$ cat config.mk
export PLATFORM = sky130hd
export DESIGN_NAME = lowpass_decimator
export DESIGN_NICKNAME = d
export VERILOG_FILES = /design/src/rtl/lowpass_decimator_pkg.sv /design/src/rtl/axis_skid_buffer.sv /design/src/rtl/lowpass_decimator.sv
export SDC_FILE = /design/constraint.sdc
export NUM_CORES = 1
export LEC_CHECK = 0
export CORE_ASPECT_RATIO = 1.5
export CORE_UTILIZATION = 40
export CTS_CLUSTER_DIAMETER = 150
export DETAILED_ROUTE_END_ITERATION = 12
export PLACE_DENSITY = 0.67
export SKIP_LAST_GASP = 1
export SLEW_MARGIN = 20
export SYNTH_ARGS = -nofsm -noshare
export SYNTH_HDL_FRONTEND = slang
export SYNTH_SLANG_ARGS = --single-unit
export TNS_END_PERCENT = 20
$ cat constraint.sdc
create_clock -name s_axis_aclk -period 3.29 [get_ports s_axis_aclk]
set_input_delay 0.329 -clock s_axis_aclk [delete_from_list [all_inputs] [get_ports s_axis_aclk]]
set_output_delay 0.329 -clock s_axis_aclk [all_outputs]
set_load 0.01 [all_outputs]
$ cat src/rtl/lowpass_decimator_pkg.sv
// Shared types and default widths for the lowpass decimator.
// The beat struct is the unit carried through the output skid buffer.
package lowpass_decimator_pkg;

  localparam int DATA_W_DEF = 24;
  localparam int USER_W_DEF = 2;
  localparam int RATE_W_DEF = 8;

  typedef struct packed {
    logic [DATA_W_DEF-1:0] data;
    logic [USER_W_DEF-1:0] user;
    logic                  last;
  } axis_beat_t;

  localparam int BEAT_W_DEF = $bits(axis_beat_t);

endpackage

$ cat src/rtl/axis_skid_buffer.sv
// Two-entry output stage: registered main beat plus one spare.
// Ready is registered and means "spare empty".
module axis_skid_buffer
  import lowpass_decimator_pkg::*;
#(
  parameter int W = BEAT_W_DEF
) (
  input  logic         clk,
  input  logic         rstn,
  input  logic         push,
  input  logic [W-1:0] in_beat,
  output logic         in_ready,
  output logic         out_valid,
  output logic [W-1:0] out_beat,
  input  logic         out_ready
);

  logic         sp_v, sp_v_n;
  logic [W-1:0] sp_d, sp_d_n;
  logic         m_v_n;
  logic [W-1:0] m_d_n;
  logic         pop;

  assign pop = out_valid & out_ready;

  always_comb begin
    m_v_n  = out_valid;
    m_d_n  = out_beat;
    sp_v_n = sp_v;
    sp_d_n = sp_d;
    if (sp_v) begin
      if (pop) begin
        m_d_n  = sp_d;
        sp_v_n = 1'b0;
      end
    end else if (push) begin
      // Reload main with no bubble when it is empty or being popped.
      if (!out_valid || pop) begin
        m_v_n = 1'b1;
        m_d_n = in_beat;
      end else begin
        sp_v_n = 1'b1;
        sp_d_n = in_beat;
      end
    end else if (pop) begin
      m_v_n = 1'b0;
    end
  end

  always_ff @(posedge clk) begin
    if (!rstn) begin
      out_valid <= 1'b0;
      out_beat  <= '0;
      sp_v      <= 1'b0;
      sp_d      <= '0;
      in_ready  <= 1'b0;
    end else begin
      out_valid <= m_v_n;
      out_beat  <= m_d_n;
      sp_v      <= sp_v_n;
      sp_d      <= sp_d_n;
      in_ready  <= !sp_v_n;
    end
  end

endmodule

$ cat src/rtl/lowpass_decimator.sv
// Keeps every N-th filtered sample; tlast and tuser changes force emission.
// Phase, rate and tag tracking live here; buffering is in the skid.
module lowpass_decimator
  import lowpass_decimator_pkg::*;
#(
  parameter int DATA_W = DATA_W_DEF,
  parameter int USER_W = USER_W_DEF,
  parameter int RATE_W = RATE_W_DEF
) (
  input  logic              s_axis_aclk,
  input  logic              s_axis_arstn,
  input  logic [RATE_W-1:0] dec_rate,
  input  logic [DATA_W-1:0] s_axis_tdata,
  input  logic              s_axis_tvalid,
  output logic              s_axis_tready,
  input  logic [USER_W-1:0] s_axis_tuser,
  input  logic              s_axis_tlast,
  output logic [DATA_W-1:0] m_axis_tdata,
  output logic              m_axis_tvalid,
  input  logic              m_axis_tready,
  output logic [USER_W-1:0] m_axis_tuser,
  output logic              m_axis_tlast
);

  localparam int BW = DATA_W + USER_W + 1;

  logic [RATE_W-1:0] ph, ph_n;
  logic [RATE_W-1:0] rate_q, dec_eff, n_cur;
  logic [USER_W-1:0] prev_user;
  logic              prev_ok;
  logic              accept, tag_chg, win, emit;
  logic [BW-1:0]     in_beat, out_beat;

  assign accept  = s_axis_tvalid & s_axis_tready;
  assign dec_eff = (dec_rate == '0) ? RATE_W'(1) : dec_rate;
  assign tag_chg = prev_ok & (s_axis_tuser != prev_user);
  assign win     = (ph == '0) | tag_chg;
  assign n_cur   = win ? dec_eff : rate_q;
  assign emit    = (ph == '0) | s_axis_tlast | tag_chg;

  always_comb begin
    ph_n = ph + RATE_W'(1);
    unique case (1'b1)
      s_axis_tlast:
        ph_n = '0;
      tag_chg:
        ph_n = (n_cur == RATE_W'(1)) ? '0 : RATE_W'(1);
      (ph == n_cur - RATE_W'(1)):
        ph_n = '0;
      default:
        ph_n = ph + RATE_W'(1);
    endcase
  end

  always_ff @(posedge s_axis_aclk) begin
    if (!s_axis_arstn) begin
      ph        <= '0;
      rate_q    <= RATE_W'(1);
      prev_user <= '0;
      prev_ok   <= 1'b0;
    end else if (accept) begin
      ph        <= ph_n;
      prev_user <= s_axis_tuser;
      prev_ok   <= 1'b1;
      if (win) rate_q <= dec_eff;
    end
  end

  assign in_beat = {s_axis_tdata, s_axis_tuser, s_axis_tlast};

  axis_skid_buffer #(.W(BW)) u_skid (
    .clk       (s_axis_aclk),
    .rstn      (s_axis_arstn),
    .push      (accept & emit),
    .in_beat   (in_beat),
    .in_ready  (s_axis_tready),
    .out_valid (m_axis_tvalid),
    .out_beat  (out_beat),
    .out_ready (m_axis_tready)
  );

  assign {m_axis_tdata, m_axis_tuser, m_axis_tlast} = out_beat;

endmodule

---- Word-level counts from Yosys, hierarchy flattened ----
Cells that the tools add are included.
storage, ports and cells
  bits of input ports ..................... 39
  word-level logic and storage cells ...... 52
  output and inout port bits .............. 29
  register bits ........................... 76
operators by class
  reductions and logical operators ........ 12
  add/sub/neg operators ................... 2
  bitwise gates (word level) .............. 9
  equality and inequality tests ........... 5
  muxes and demuxes ....................... 15
operators with widths
  operator             number
  $mux 27              4
  $logic_not 8->1      2
  $mux 8               2
  $pmux 8 s2           1
  $reduce_and 3->1     3
  $add 8x1->8 const B  1
  $eq 8x1->1 const B   1
  $eq 8x8->1           1
  $mux 1               8
  $sub 8x1->8 const B  1
  $reduce_bool 2->1    3
  $and 1x1->1          4
  $ne 2x2->1 const B   2
  $or 1x1->1           3
  $logic_not 1->1      2
  $ne 2x2->1           1
  $not 1->1            2
  $reduce_or 2->1      1
  $logic_or 1x1->1     1

---- Logic depth before layout (Yosys ltp) ----
  depth after elaboration ................. 8
  depth in mapped cells ................... 14

---- By module ----
A second synthesis with hierarchy kept.
second synthesis, totals
  cells, all modules ...................... 445
  area total of the unflattened synthesis .. 4008.8 um^2
by module, submodules not included
  module             cells an instance  times used  area each (um^2)
  axis_skid_buffer   256                1           2457.4
  lowpass_decimator  189                1           1551.5

---- Least setup slack after synthesis ----
No wires, ideal clock.
  path type ............................... register -> register
  from .................................... register ph[0]
  to ...................................... register ph[1]
  setup slack ............................. 0.634 ns
  data arrival time ....................... 2.539 ns
  cell stages (with the launch flop) ...... 13
  data required time ...................... 3.173 ns
  period minus slack after synthesis ...... 2.656 ns
  library setup time ...................... 0.117 ns
  path through ............................ dfxtp_1 > inv_1 > ha_1 > nor3b_1 > nand2_2 > nand2_2 > mux2i_1 > ha_1 > xor2_1 > xnor2_1 > nor4_2 > a31oi_1 > a32o_1
on the way
  longest elaborated chain between the ends .. 7
  elaborated cells on any way between the ends .. 8
  those cells by class .................... add/sub: 2; eq/ne: 1; mux: 2; bitwise: 1; reduce/logical: 2
RTL lines
  item                              RTL line                 text
  from (decl)                       lowpass_decimator.sv:27  logic [RATE_W-1:0] ph, ph_n;
  from (signal assigned)            lowpass_decimator.sv:62  ph <= ph_n;
  $logic_not 8->1                   lowpass_decimator.sv:37  assign win = (ph == '0) | tag_chg;
  $or 1x1->1                        lowpass_decimator.sv:37
  $mux 8                            --
  $sub 8x1->8                       lowpass_decimator.sv:48  (ph == n_cur - RATE_W'(1)):
  $eq 8x8->1                        lowpass_decimator.sv:48
  $reduce_or 2->1 (no source line)  --
  $pmux 8 s2 *                      lowpass_decimator.sv:43  unique case (1'b1)
Mark *: on every way between the ends. The rest lies on a longest branch, timed or not.
A chain may end at the register's enable or synchronous reset.

---- Final worst setup path ----
  from .................................... register ph[0]
  to ...................................... register ph[6]
Same word-level chain as after synthesis.

==> run_results.csv <==
group,metric,value,unit
outcome,status,"complete, no violations",
critical_path,cp.required,3.51,ns
detailed_routing,drtAntennaViolNets,0,
critical_path,cp_top_family,"simple AND/OR/NAND/NOR gates",
sta,period_share,89.8,%
detailed_routing,drt-initial-drc-count,162,
floorplan,io_pins,68,
layout,drive_above_1_share,9.54,%
clock_network,cts.path.max_buffers,2,
sta,fin_worst_skew,0.00475,ns
detailed_routing,drcViolationCount,0,
clock_network,cts-buffers-inserted,9,
critical_path,r2r_slack,0.33,ns
floorplan,coreArea,9310,µm²
layout,syn_to_final_growth,29.1,%
critical_path,max_stage_delay,0.34,ns
detailed_routing,top_layer_used,"met4",
min_path,worstHoldPathCells,2,
placement,gp_congestion,0.919,
yosys,synth.area.top_cells,"dfxtp_1, nand2_1, mux2i_1, o211a_1, a21boi_1",
global_route,overflow,0,
detailed_routing,drtPass1Iterations,4,
clock_network,postCtsHoldBufs,0,
floorplan,rows,43,
critical_path,path_class,"reg2reg",
sta,setup_viol,0,
yosys,yosysMostFrequentCell,"nand2_1",
clock_network,cts_tree,"yes",
power_and_ir_drop,static-leakage-power,2.04,nW
detailed_routing,vias_per_cell,5.30,
clock_network,htreeDepth,3,
sta,slew_violations,0,
yosys,synth_top_area_cell,"dfxtp_1",
yosys,yosysWarningCount,0,
yosys,ys_ff_latch,76,
clock_network,clock_sinks,76,
detailed_routing,met3WireLength,373,µm
sta,worst_slack,0.335,ns
global_route,grt_max_degree,55,
run,cap_violations,0,
placement,place_area,4630,µm²
clock_network,clockRootBuffer,"clkbuf_16",
layout,final.fill_count,876,
floorplan,start_util,41.2,%
clock_network,post_cts_resized,0,
yosys,synthCells,436,
global_route,track_usage,20.2,%
clock_network,path_clk_slew,0.06,ns
yosys,ys_seq_area_share,39.6,%
critical_path,crit_cells,12,
power_and_ir_drop,power_density,500,nW/µm²
critical_path,crit_fanout,9,
detailed_routing,routedWlPerCell,15.3,µm
layout,stdcell_area,4960,µm²
critical_path,crit_chain,"inv_1, ha_1, nor3b_1, nand2_2, nand2_2, mux2i_1, ha_1, xor2_1, xnor2_1, nor4_2, a41o_2, nor2_1",
critical_path,arrival,3.18,ns
min_path,hp-class,"reg2reg",
sta,rsz0062_at_grt,"false",
layout,final_core_util,53.2,%
yosys,async_flop_share,0,%
yosys,synth.net_count,479,
placement,place_ws,0.216,ns
detailed_routing,routed_wl,9400,µm
placement,dp.final_hpwl,6670,µm
floorplan,die_w,82.0,µm
layout,diodes,0,
yosys,synthesis.area,3840,µm²
sta,hold_viol,0,
critical_path,endpoint_kind,"flip-flop",
sta,setup-tns-final,0,ns
clock_network,clkLatencyLatePin,0.33,ns
sta,fin_crit,2.96,ns
yosys,synthFlopType,"dfxtp_1",
sta,worst_pin_slew,0.802,ns
floorplan,dieHeight,122,µm
global_route,grt_pass1_vias,3112,
global_route,antenna_found_initial,0,
placement,port_buffers,67,
yosys,synth_top_area_share,39.6,%
critical_path,slowest_stage,"dfxtp_1",
detailed_routing,routed-wl-met2,4800,µm
critical_path,r2r_cells,12,
sta,max_freq,338,MHz
power_and_ir_drop,irDropWorstVdd,0.000334,V
yosys,syn_avg_cell_area,8.80,µm²
floorplan,dieArea,10000,µm²
detailed_routing,wl_met1,4080,µm
critical_path,cp_num_buf_inv,1,
yosys,synth_edf_count,0,
yosys,synthTopCellsByCount,"nand2_1, dfxtp_1, mux2i_1",
clock_network,postCtsSetupRepairBufs,0,
critical_path,critPathLaunchType,"flip-flop",
global_route,grt_pass1_wl,15200,µm
detailed_routing,vias,3261,
layout,final_nets,541,
sta,slew_headroom,46.5,%
yosys,synth_cell_types,57,
-- cells in the final DEF, fill, tap and decap left out, types with 3 or more instances in the layout --
| cell | instances |
|---|---|
| nand2_1 | 109 |
| dfxtp_1 | 75 |
| clkdlybuf4s50_1 | 66 |
| mux2i_1 | 34 |
| o211a_1 | 28 |
| a21boi_1 | 20 |
| nor2_1 | 16 |
| a21boi_0 | 16 |
| buf_4 | 11 |
| a21oi_1 | 10 |
| clkbuf_16 | 9 |
| xnor2_1 | 8 |
| xor2_1 | 7 |
| inv_1 | 7 |
| nor3_1 | 6 |
| and2_1 | 5 |
| nand4_1 | 5 |
| o21ai_0 | 4 |
| and3_1 | 4 |
| ha_1 | 4 |
| o211ai_1 | 3 |
| nand2b_1 | 3 |
| inv_6 | 3 |
-- final timing paths --
check | startpoint | end
worst max-delay path | ph[0]$_SDFFE_PN0P_ | ph[6]$_SDFFE_PN0P_
worst min-delay path | u_skid.sp_d[14]$_SDFFE_PN0P_ | u_skid.sp_d[14]$_SDFFE_PN0P_
worst max register to register | ph[0]$_SDFFE_PN0P_ | ph[6]$_SDFFE_PN0P_
worst min register to register | u_skid.sp_d[14]$_SDFFE_PN0P_ | u_skid.sp_d[14]$_SDFFE_PN0P_
-- report_power, final --
group | total [mW] | leakage, nW | internal (mW) | switching [mW]
Sequential | 0.999 | 0.620 | 0.966 | 0.0323
Combinational | 0.387 | 1.26 | 0.202 | 0.185
Clock | 1.09 | 0.159 | 0.678 | 0.414
Total | 2.48 | 2.04 | 1.85 | 0.631
-- worst min-delay path, delay by kind of cell (launching register included) --
kind / cells / cell delay [ns]
AND/OR/NAND/NOR: 1 / 0.05
flip-flops: 1 / 0.31
AO/OA/AOI/OAI: 1 / 0.05
-- cells by family (layout without fill, tap and decap cells) --
group,after synthesis,in the layout,synth area share (%)
and+or+nand+nor,164,164,19.2
AOI/OAI and AO/OA,105,105,22.5
DFF,76,76,39.6
muxes,36,36,9.46
buffers and inverters,36,103,4.40
xor gates and xnor gates,15,15,3.42
adders and majority gates,4,4,1.30
-- state kept, by name (all words and copies together), names as in the netlist --
name / count
u_skid.out_beat: 27
u_skid.out_valid: 1
u_skid.sp_v: 1
prev_user: 2
ph: 8
rate_q: 8
prev_ok: 1
u_skid.in_ready: 1
u_skid.sp_d: 27
-- metal layers --
layer | track usage (%) | up-vias
li1 | - | 1655
met1 | 24.1 | 1534
met2 | 33.9 | 63
met3 | 4.87 | 9
met4 | 8.22 | 0
met5 | 0 | -
-- area by class of cell --
class / count / area [µm²] / share of cell area, %
Tap cell: 112 / 140 / 2.83
Clock inverter: 7 / 105 / 2.12
Clock buffer: 9 / 225 / 4.54
Multi-Input combinational cell: 324 / 2150 / 43.3
Timing Repair Buffer: 80 / 788 / 15.9
Inverter: 7 / 26.3 / 0.530
Sequential cell: 76 / 1520 / 30.7
-- through the flow --
step           hold WS, ns  power [mW]  instances
2_1_floorplan        0.435        1.23        436
3_3_place_gp         0.440        1.41        599
3_5_place_dp         0.446        1.41        599
4_1_cts              0.455        2.51        615
5_1_grt              0.475        2.59        615
6_report             0.452        2.48        615
Power figures use the tool's default switching activity.
